<file path="config.mk">
export PLATFORM = sky130hd
export DESIGN_NAME = obi_err_tracker
export DESIGN_NICKNAME = d
export VERILOG_FILES = /design/src/rtl/obi_err_tracker.sv
export SDC_FILE = /design/constraint.sdc
export NUM_CORES = 1
export LEC_CHECK = 0
export CAP_MARGIN = 10
export CORE_MARGIN = 2
export CORE_UTILIZATION = 28
export DETAILED_ROUTE_END_ITERATION = 8
export PLACE_DENSITY = 0.5
export SLEW_MARGIN = 20
export SYNTH_ARGS = -nofsm -noshare
export SYNTH_HDL_FRONTEND = slang
export SYNTH_SLANG_ARGS = --single-unit
</file>
<file path="constraint.sdc">
create_clock -name clk_i -period 3.62 [get_ports clk_i]
set_input_delay 0.724 -clock clk_i [delete_from_list [all_inputs] [get_ports clk_i]]
set_output_delay 0.724 -clock clk_i [all_outputs]
set_load 0.1 [all_outputs]
</file>
<file path="src/rtl/obi_err_tracker.sv">
// Multi-channel OBI error tracker. Passively follows each OBI channel, matches
// responses to their in-order requests and collects errored responses into a
// shared log with a pop handshake, sticky status flags and an interrupt.
module obi_err_tracker #(
  parameter int unsigned NumChannels     = 2,
  parameter int unsigned AddrWidth       = 32,
  parameter int unsigned MetaWidth       = 1,
  parameter int unsigned ErrBits         = 1,
  parameter int unsigned NumOutstanding  = 2,
  parameter int unsigned NumStoredErrors = 4,
  parameter bit          DropOldest      = 1'b0,
  parameter int unsigned CntWidth        = 16,
  localparam int unsigned ChW = (NumChannels > 1) ? $clog2(NumChannels) : 1
) (
  input  logic                                  clk_i,
  input  logic                                  rst_ni,
  input  logic [NumChannels-1:0]                obi_req_i,
  input  logic [NumChannels-1:0]                obi_gnt_i,
  input  logic [NumChannels-1:0][AddrWidth-1:0] obi_addr_i,
  input  logic [NumChannels-1:0][MetaWidth-1:0] obi_meta_i,
  input  logic [NumChannels-1:0]                obi_rvalid_i,
  input  logic [NumChannels-1:0][ErrBits-1:0]   obi_err_i,
  output logic                                  err_valid_o,
  input  logic                                  err_ready_i,
  output logic [ChW-1:0]                        err_chan_o,
  output logic [AddrWidth-1:0]                  err_addr_o,
  output logic [MetaWidth-1:0]                  err_meta_o,
  output logic [ErrBits-1:0]                    err_code_o,
  output logic                                  err_irq_o,
  output logic                                  overflow_o,
  output logic                                  proto_err_o,
  output logic [CntWidth-1:0]                   err_count_o,
  input  logic                                  clear_i
);

  localparam int unsigned TPtrW = (NumOutstanding > 1) ? $clog2(NumOutstanding) : 1;
  localparam int unsigned TCntW = $clog2(NumOutstanding + 1);
  localparam int unsigned LPtrW = (NumStoredErrors > 1) ? $clog2(NumStoredErrors) : 1;
  localparam int unsigned LCntW = $clog2(NumStoredErrors + 1);

  logic [NumChannels-1:0] slot_vld, slot_ovf, arb_gnt, trk_proto, err_ev;
  logic [AddrWidth-1:0]   slot_addr [NumChannels];
  logic [MetaWidth-1:0]   slot_meta [NumChannels];
  logic [ErrBits-1:0]     slot_code [NumChannels];

  for (genvar c = 0; c < NumChannels; c++) begin : g_chan
    logic [AddrWidth-1:0] mem_addr_q [NumOutstanding];
    logic [MetaWidth-1:0] mem_meta_q [NumOutstanding];
    logic [TPtrW-1:0]     rd_q, rd_d, wr_q, wr_d;
    logic [TCntW-1:0]     cnt_q, cnt_d;
    logic                 full, empty, req_acc, push, pop;
    logic                 sv_q, sv_d, ovf;
    logic [AddrWidth-1:0] sa_q, sa_d;
    logic [MetaWidth-1:0] sm_q, sm_d;
    logic [ErrBits-1:0]   se_q, se_d;

    assign full    = (cnt_q == TCntW'(NumOutstanding));
    assign empty   = (cnt_q == '0);
    assign req_acc = obi_req_i[c] & obi_gnt_i[c];
    // A response never belongs to a same-cycle grant, so empty means unexpected.
    assign pop     = obi_rvalid_i[c] & ~empty;
    assign push    = req_acc & (~full | pop);
    assign trk_proto[c] = (req_acc & full & ~pop) | (obi_rvalid_i[c] & empty);
    assign err_ev[c]    = pop & (|obi_err_i[c]);

    // Tracker pointer and occupancy update.
    always_comb begin
      rd_d  = rd_q;
      wr_d  = wr_q;
      cnt_d = cnt_q;
      if (pop)  rd_d = (rd_q == TPtrW'(NumOutstanding - 1)) ? '0 : rd_q + TPtrW'(1);
      if (push) wr_d = (wr_q == TPtrW'(NumOutstanding - 1)) ? '0 : wr_q + TPtrW'(1);
      if (push && !pop)      cnt_d = cnt_q + TCntW'(1);
      else if (pop && !push) cnt_d = cnt_q - TCntW'(1);
    end

    // Tracker control state.
    always_ff @(posedge clk_i or negedge rst_ni) begin
      if (!rst_ni) begin
        rd_q  <= '0;
        wr_q  <= '0;
        cnt_q <= '0;
      end else begin
        rd_q  <= rd_d;
        wr_q  <= wr_d;
        cnt_q <= cnt_d;
      end
    end

    // Tracker storage; contents are only meaningful below the occupancy count.
    always_ff @(posedge clk_i) begin
      if (push) begin
        mem_addr_q[wr_q] <= obi_addr_i[c];
        mem_meta_q[wr_q] <= obi_meta_i[c];
      end
    end

    // Pending slot: a grant frees it in time to capture an error at the same edge.
    always_comb begin
      sv_d = sv_q & ~arb_gnt[c];
      sa_d = sa_q;
      sm_d = sm_q;
      se_d = se_q;
      ovf  = 1'b0;
      if (err_ev[c]) begin
        if (sv_d) begin
          ovf = 1'b1;
        end else begin
          sv_d = 1'b1;
          sa_d = mem_addr_q[rd_q];
          sm_d = mem_meta_q[rd_q];
          se_d = obi_err_i[c];
        end
      end
    end

    // Pending slot state.
    always_ff @(posedge clk_i or negedge rst_ni) begin
      if (!rst_ni) begin
        sv_q <= 1'b0;
        sa_q <= '0;
        sm_q <= '0;
        se_q <= '0;
      end else begin
        sv_q <= sv_d;
        sa_q <= sa_d;
        sm_q <= sm_d;
        se_q <= se_d;
      end
    end

    assign slot_vld[c]  = sv_q;
    assign slot_ovf[c]  = ovf;
    assign slot_addr[c] = sa_q;
    assign slot_meta[c] = sm_q;
    assign slot_code[c] = se_q;
  end

  // Error log.
  logic [ChW-1:0]       log_chan_q [NumStoredErrors];
  logic [AddrWidth-1:0] log_addr_q [NumStoredErrors];
  logic [MetaWidth-1:0] log_meta_q [NumStoredErrors];
  logic [ErrBits-1:0]   log_code_q [NumStoredErrors];
  logic [LPtrW-1:0]     lrd_q, lrd_d, lwr_q, lwr_d;
  logic [LCntW-1:0]     lcnt_q, lcnt_d;
  logic                 log_valid, log_full, log_pop, log_push, log_drop, log_adv, log_accept;
  logic [ChW-1:0]       rr_q, rr_d, gnt_idx;
  logic                 ovf_q, ovf_d, proto_q, proto_d, irq_q;
  logic [CntWidth-1:0]  cnt_q, cnt_d;
  logic [CntWidth:0]    n_err, sum;

  assign log_valid  = (lcnt_q != '0);
  assign log_full   = (lcnt_q == LCntW'(NumStoredErrors));
  assign log_pop    = log_valid & err_ready_i;
  assign log_accept = ~log_full | log_pop | DropOldest;
  assign log_drop   = log_push & log_full & ~log_pop;
  assign log_adv    = log_pop | log_drop;

  // Round-robin pick among occupied slots, starting at the priority pointer.
  always_comb begin
    int unsigned idx;
    arb_gnt  = '0;
    gnt_idx  = '0;
    log_push = 1'b0;
    idx      = 0;
    if (log_accept) begin
      for (int unsigned i = 0; i < NumChannels; i++) begin
        idx = (int'(rr_q) + i) % NumChannels;
        if (!log_push && slot_vld[idx]) begin
          log_push     = 1'b1;
          gnt_idx      = ChW'(idx);
          arb_gnt[idx] = 1'b1;
        end
      end
    end
    rr_d = rr_q;
    if (log_push) rr_d = (gnt_idx == ChW'(NumChannels - 1)) ? '0 : gnt_idx + ChW'(1);
  end

  // Log pointers, error counter and sticky flags.
  always_comb begin
    lrd_d  = lrd_q;
    lwr_d  = lwr_q;
    lcnt_d = lcnt_q;
    if (log_adv)  lrd_d = (lrd_q == LPtrW'(NumStoredErrors - 1)) ? '0 : lrd_q + LPtrW'(1);
    if (log_push) lwr_d = (lwr_q == LPtrW'(NumStoredErrors - 1)) ? '0 : lwr_q + LPtrW'(1);
    if (log_push && !log_adv)      lcnt_d = lcnt_q + LCntW'(1);
    else if (log_adv && !log_push) lcnt_d = lcnt_q - LCntW'(1);

    n_err = '0;
    for (int unsigned c = 0; c < NumChannels; c++) begin
      n_err = n_err + {{CntWidth{1'b0}}, err_ev[c]};
    end
    sum   = (clear_i ? '0 : {1'b0, cnt_q}) + n_err;
    cnt_d = sum[CntWidth] ? '1 : sum[CntWidth-1:0];

    ovf_d   = clear_i ? 1'b0 : (ovf_q | (|slot_ovf) | log_drop);
    proto_d = clear_i ? 1'b0 : (proto_q | (|trk_proto));
  end

  // Log control, arbiter pointer and status registers.
  always_ff @(posedge clk_i or negedge rst_ni) begin
    if (!rst_ni) begin
      lrd_q   <= '0;
      lwr_q   <= '0;
      lcnt_q  <= '0;
      rr_q    <= '0;
      ovf_q   <= 1'b0;
      proto_q <= 1'b0;
      cnt_q   <= '0;
      irq_q   <= 1'b0;
    end else begin
      lrd_q   <= lrd_d;
      lwr_q   <= lwr_d;
      lcnt_q  <= lcnt_d;
      rr_q    <= rr_d;
      ovf_q   <= ovf_d;
      proto_q <= proto_d;
      cnt_q   <= cnt_d;
      irq_q   <= log_valid | ovf_q;
    end
  end

  // Log storage; head outputs are gated so stale contents never show.
  always_ff @(posedge clk_i) begin
    if (log_push) begin
      log_chan_q[lwr_q] <= gnt_idx;
      log_addr_q[lwr_q] <= slot_addr[gnt_idx];
      log_meta_q[lwr_q] <= slot_meta[gnt_idx];
      log_code_q[lwr_q] <= slot_code[gnt_idx];
    end
  end

  assign err_valid_o = log_valid;
  assign err_chan_o  = log_valid ? log_chan_q[lrd_q] : '0;
  assign err_addr_o  = log_valid ? log_addr_q[lrd_q] : '0;
  assign err_meta_o  = log_valid ? log_meta_q[lrd_q] : '0;
  assign err_code_o  = log_valid ? log_code_q[lrd_q] : '0;
  assign err_irq_o   = irq_q;
  assign overflow_o  = ovf_q;
  assign proto_err_o = proto_q;
  assign err_count_o = cnt_q;

endmodule

</file>
## After elaboration in Yosys (flattened, before gate mapping)

Memories as Yosys holds them, arrays and structs flattened. A register that Yosys moved wholly into a read port is not among the register bits.
Index checks and enable logic that the tools add are counted.

- Flip-flop bits (word level): 39
- Bits in writable memories: 272
- Output and inout port bits: 55
- Memories: 8

Memory list:

| memory | depth | bits a word | rd ports | clocked after memory_dff | write ports | RTL line | RTL |
|---|---|---|---|---|---|---|---|
| log_addr_q | 4 | 32 | 1 | 0 | 1 | 141 | `logic [AddrWidth-1:0] log_addr_q [NumStoredErrors];` |
| g_chan[0].mem_addr_q | 2 | 32 | 1 | 1 | 1 | 47 | `logic [AddrWidth-1:0] mem_addr_q [NumOutstanding];` |
| g_chan[1].mem_addr_q | 2 | 32 | 1 | 1 | 1 | 47 |  |
| log_chan_q | 4 | 1 | 1 | 0 | 1 | 140 | `logic [ChW-1:0] log_chan_q [NumStoredErrors];` |
| log_code_q | 4 | 1 | 1 | 0 | 1 | 143 | `logic [ErrBits-1:0] log_code_q [NumStoredErrors];` |
| log_meta_q | 4 | 1 | 1 | 0 | 1 | 142 | `logic [MetaWidth-1:0] log_meta_q [NumStoredErrors];` |
| 2 more memories | -- | -- | -- | -- | -- | -- |  |

- Add/sub/neg operators: 16
- Magnitude comparators: 5
- Equality and inequality tests: 5
- Mux-type cells: 61
- Bitwise logic cells: 43
- Reductions and logical operators: 30

Operators with widths:

| cell | count |
|---|---|
| 32-bit two-way mux | 4 |
| 1-bit two-way mux | 41 |
| 16-bit two-way mux | 2 |
| 2-bit two-way mux | 10 |
| 1-bit bitwise AND | 19 |
| 16-bit by 2-bit adder with 17-bit output | 1 |
| 1-bit NOT | 12 |
| 1-bit zero test | 11 |
| 1-bit bitwise OR | 10 |
| 1-bit logical AND | 9 |
| 2-bit by 1-bit adder with 2-bit output, second input constant | 4 |
| 2-bit equality test, second input constant | 4 |
| 1-bit adder, second input constant | 6 |
| 3-bit two-way mux | 2 |
| 2-bit nonzero test | 3 |
| 2-bit zero test | 2 |
| 1-bit by 2-bit < comparator with 1-bit output, second input constant | 2 |
| 2-bit AND reduction | 2 |
| 2-bit OR reduction | 2 |
| 2-bit by 1-bit subtractor with 2-bit output, second input constant | 2 |
| 3-bit by 1-bit adder with 3-bit output, second input constant | 1 |
| 3-bit equality test, second input constant | 1 |
| 3-bit nonzero test | 1 |
| 3-bit by 1-bit subtractor with 3-bit output, second input constant | 1 |
| other kinds (6) | 8 |

## Longest topological paths before layout

- Word-level depth: 17
- Gate-level depth with buffers: 10

## Least setup slack after synthesis

OpenSTA, ideal clock, no wires.

- Path kind: input port to flip-flop
- Start point: input port obi_rvalid_i[0]
- End point: memory g_chan[0].mem_addr_q[0][0] (enable)
- Data arrival time: 3.099 ns
- Required time: 3.156 ns
- Path slack: 0.057 ns
- Cell stages on the path: 2
- Buffers on the path: 0
- Path through: nor3b_1 -> nor3_1

- Cells in the longest elaborated chain, start to end: 5

RTL lines:

| item | RTL line | RTL |
|---|---|---|
| from (decl) | 21 | `input logic [NumChannels-1:0] obi_rvalid_i,` |
| 1-bit bitwise AND | 61 | `assign pop = obi_rvalid_i[c] & ~empty;` |
| 1-bit bitwise OR | 62 | `assign push = req_acc & (~full \| pop);` |
| 1-bit bitwise AND | 62 |  |
| 1-bit two-way mux | 92 | `if (push) begin` |
| 1-bit two-way mux (not written as such) | 93 | `mem_addr_q[wr_q] <= obi_addr_i[c];` |
| to (decl) | 47 |  |

Every way passes these cells.

## Final worst setup path

- Start point: register lrd_q[0]
- End point: output port err_addr_o[6]

- Cells in the longest elaborated chain, start to end: 2

RTL lines:

| item | RTL line | RTL |
|---|---|---|
| from (decl) | 144 | `logic [LPtrW-1:0] lrd_q, lrd_d, lwr_q, lwr_d;` |
| from (signal assigned) | 213 | `lrd_q <= lrd_d;` |
| memory read 4 x 32 bit | -- |  |
| 32-bit two-way mux | 236 | `assign err_addr_o = log_valid ? log_addr_q[lrd_q] : '0;` |
| to (decl) | 26 | `output logic [AddrWidth-1:0] err_addr_o,` |

Every way passes these cells.

==> flow_summary_export.csv <==
group,metric,value,unit
critical_path,crit_family,"flip-flops",
critical_path,ff2ff_path_depth,8,
place,post-dp-hpwl,21.3,mm
timing,min_period_over_period,0.902,
critical_path,critPathRequiredTime,2900,ps
detailed_routing,drt-pass1-iter-count,4,
critical_path,cp_data_arrival_time,2540,ps
timing,max_slew.worst_pin.slew,1010,ps
logic_synthesis,mappedNetlistArea,15100,µm²
finish,nFillCells,4892,
clock_network,cts_inserted_buffers,40,
logic_synthesis,syn-num-nets,888,
place,gp_congestion,0.727,
clock_network,cts_resized,0,
timing,fin_crit,3270,ps
clock_network,cts_sinks,377,
critical_path,rr_startpoint,"g_chan[0].cnt_q[0]",
clock_network,cts_setup_buffers,0,
clock_network,clk_pin_slew,60,ps
detailed_routing,avgRoutedWirePerCell,19.6,µm
detailed_routing,routed_wl,33.0,mm
timing,maxSlewHeadroom,0.323,
logic_synthesis,syn_area_per_cell,18.8,µm²
critical_path,cp-start-kind,"flop",
die,die_h,236,µm
place,pre_cts_slack,106,ps
critical_path,path_buf_inv,2,
critical_path,critical_path_class,"flop to output port",
critical_path,cp-end-kind,"output port",
logic_synthesis,ys_ff_latch,377,
critical_path,r2r_slack,900,ps
critical_path,crit_start,"lrd_q[0]",
die,num_rows,84,
critical_path,cpMostUsedCell,"buf_12",
timing,finalHoldViolCount,0,
detailed_routing,drt_iter0_markers,389,
critical_path,endpoint,"err_addr_o[6]",
critical_path,worstPathMaxFanout,24,
clock_network,root_buffer,"clkbuf_16",
global_route,antenna_found_initial,5,
global_route,track_usage,0.120,
die,core,52900,µm²
finish,seqCellArea,10800,µm²
run_status,status,"complete, no violations",
finish,multi_input_area,4010,µm²
detailed_routing,vias_per_cell,4.39,
timing,setup_viol,0,
logic_synthesis,synth_cells,799,
global_route,globalRouteOverflowTotal,0,
timing,tns,0,ps
timing,whs,244,ps
timing,rsz0062_at_grt,"no",
detailed_routing,drc_errors,0,
critical_path,reg2reg_to,"err_count_o[11]",
finish,most-common-layout-cells,"edfxtp_1, mux2_2, dfrtp_1, clkdlybuf4s50_1, buf_12",
global_route,grt_max_degree,55,
place,place.port_buffers,132,
global_route,first_global_vias,7888,
die,die-area,55600,µm²
flow_run,maxCapViolCount,0,
logic_synthesis,synth_edf_count,272,
timing,drv_slew,0,
global_route,grt_pass1_wl,50.2,mm
logic_synthesis,synthFlopType,"edfxtp_1",
detailed_routing,postRouteAntennaNets,0,
min_path,hold_class,"primary input to async pin",
critical_path,path_depth,4,
detailed_routing,vias,7364,
critical_path,crit_chain,"buf_12, mux4_2, and2_1, buf_12",
finish,mostFrequentLayoutCell,"edfxtp_1",
logic_synthesis,synthArstFlopShare,0.279,
finish,nNetsFinal,1046,
finish,area_growth,26.5,%
finish,drive_above_1_share,0.347,
timing,fmax,306,MHz
critical_path,max_stage_delay,700,ps
clock_network,clk_latency,570,ps
die,die_x,236,µm
die,start_util,0.285,
timing,clock_skew,24.9,ps
clock_network,ctsLongestPathBuffers,3,
clock_network,cts_tree,"done",
clock_network,cts_hold_buf,0,
clock_network,cts.htree.levels,2,
logic_synthesis,yosys_warnings,0,
logic_synthesis,yosysSeqAreaShare,0.717,
timing,worst_slack,353,ps
die,io_pins,133,
logic_synthesis,yosysUniqueCellTypes,43,
critical_path,slowest_stage,"dfrtp_2",
cell families (layout without fill, tap and decap cells):
group | Yosys count | count (layout) | synth area share
fa+ha+maj | 11 | 11 | 0.0101
other cells | 0 | 3 | 0
mux | 203 | 203 | 0.185
buf+inv | 43 | 232 | 0.0175
simple gates | 112 | 112 | 0.0444
compound gates | 27 | 27 | 0.0103
xor+xnor | 26 | 26 | 0.0151
flops | 377 | 377 | 0.717
worst reg2reg max path, delay by kind of cell, from the launching register on:
| kind | cells | cell delay, ps |
|---|---|---|
| AND/OR/NAND/NOR | 3 | 840 |
| buffers and inverters | 1 | 90 |
| AO/OA/AOI/OAI | 2 | 450 |
| flip-flops | 1 | 470 |
| adder cells (fa/ha/maj) | 2 | 780 |
worst min path at each step:
stage / start / cells after the start / to / slack [ps]
5_1_grt: rst_ni / 1 / rr_q / 290
6_report: rst_ni / 1 / err_irq_o / 240
3_3_place_gp: g_chan[0].se_q / 1 / g_chan[0].se_q / 440
2_1_floorplan: rst_ni / 0 / err_count_o[0] / 430
4_1_cts: rst_ni / 1 / lwr_q[1] / 250
3_5_place_dp: g_chan[1].se_q / 1 / g_chan[1].se_q / 460
sequential cells by signal (all words and copies together) (netlist names), 2 cells and up:
name	count
g_chan.mem_addr_q	128
log_code_q	4
err_count_o	16
log_addr_q	128
log_chan_q	4
g_chan.wr_q	2
g_chan.rd_q	2
lwr_q	2
g_chan.sv_q	2
g_chan.mem_meta_q	4
log_meta_q	4
lrd_q	2
g_chan.sm_q	2
g_chan.cnt_q	4
lcnt_q	3
g_chan.se_q	2
g_chan.sa_q	64
stage by stage:
stage | util | std cells | cell area [µm²]
floorplan | - | 799 | 15100
global placement | 0.334 | 1603 | 17700
detailed placement | 0.334 | 1603 | 17700
CTS | 0.360 | 1676 | 19000
global route | 0.360 | 1676 | 19000
finish | 0.360 | 1679 | 19000
cells in the mapped netlist, drive strengths merged (4+ instances only):
master / number / area share
nand2: 14 / 0.0035
nor2b: 4 / 0.0017
mux2: 168 / 0.13
inv: 8 / 0.0020
buf: 17 / 0.011
xor2: 12 / 0.0070
nor3b: 4 / 0.0020
xnor2: 14 / 0.0081
ha: 9 / 0.0075
dfrtp: 105 / 0.17
mux4: 35 / 0.052
and2: 42 / 0.017
nor2: 12 / 0.0030
nand2b: 7 / 0.0029
o21ai: 17 / 0.0057
edfxtp: 272 / 0.54
clkbuf: 18 / 0.0045
nand3: 6 / 0.0023
nor3: 5 / 0.0017
cell type report:
| class | instances | area share |
|---|---|---|
| antenna | 3 | 0.000394 |
| inverter | 8 | 0.00158 |
| multi-input combinational | 379 | 0.211 |
| clock buffer | 54 | 0.0591 |
| sequential | 377 | 0.567 |
| timing repair buffer | 151 | 0.102 |
| clock inverter | 19 | 0.0131 |
| tap | 688 | 0.0452 |
metal layers:
metal  track usage  up-vias  wire [µm]  part of all wire
li1              -     3367          -                 -
met1         0.162     3812      15400              0.47
met2         0.190      132      15300              0.46
met3        0.0325       45       1660             0.050
met4        0.0347        8        590             0.018
met5             0        -         50            0.0015
Power is left out: the tool's default activity adds up to more than one toggle a clock period on the data nets, which glitch-free logic cannot reach.
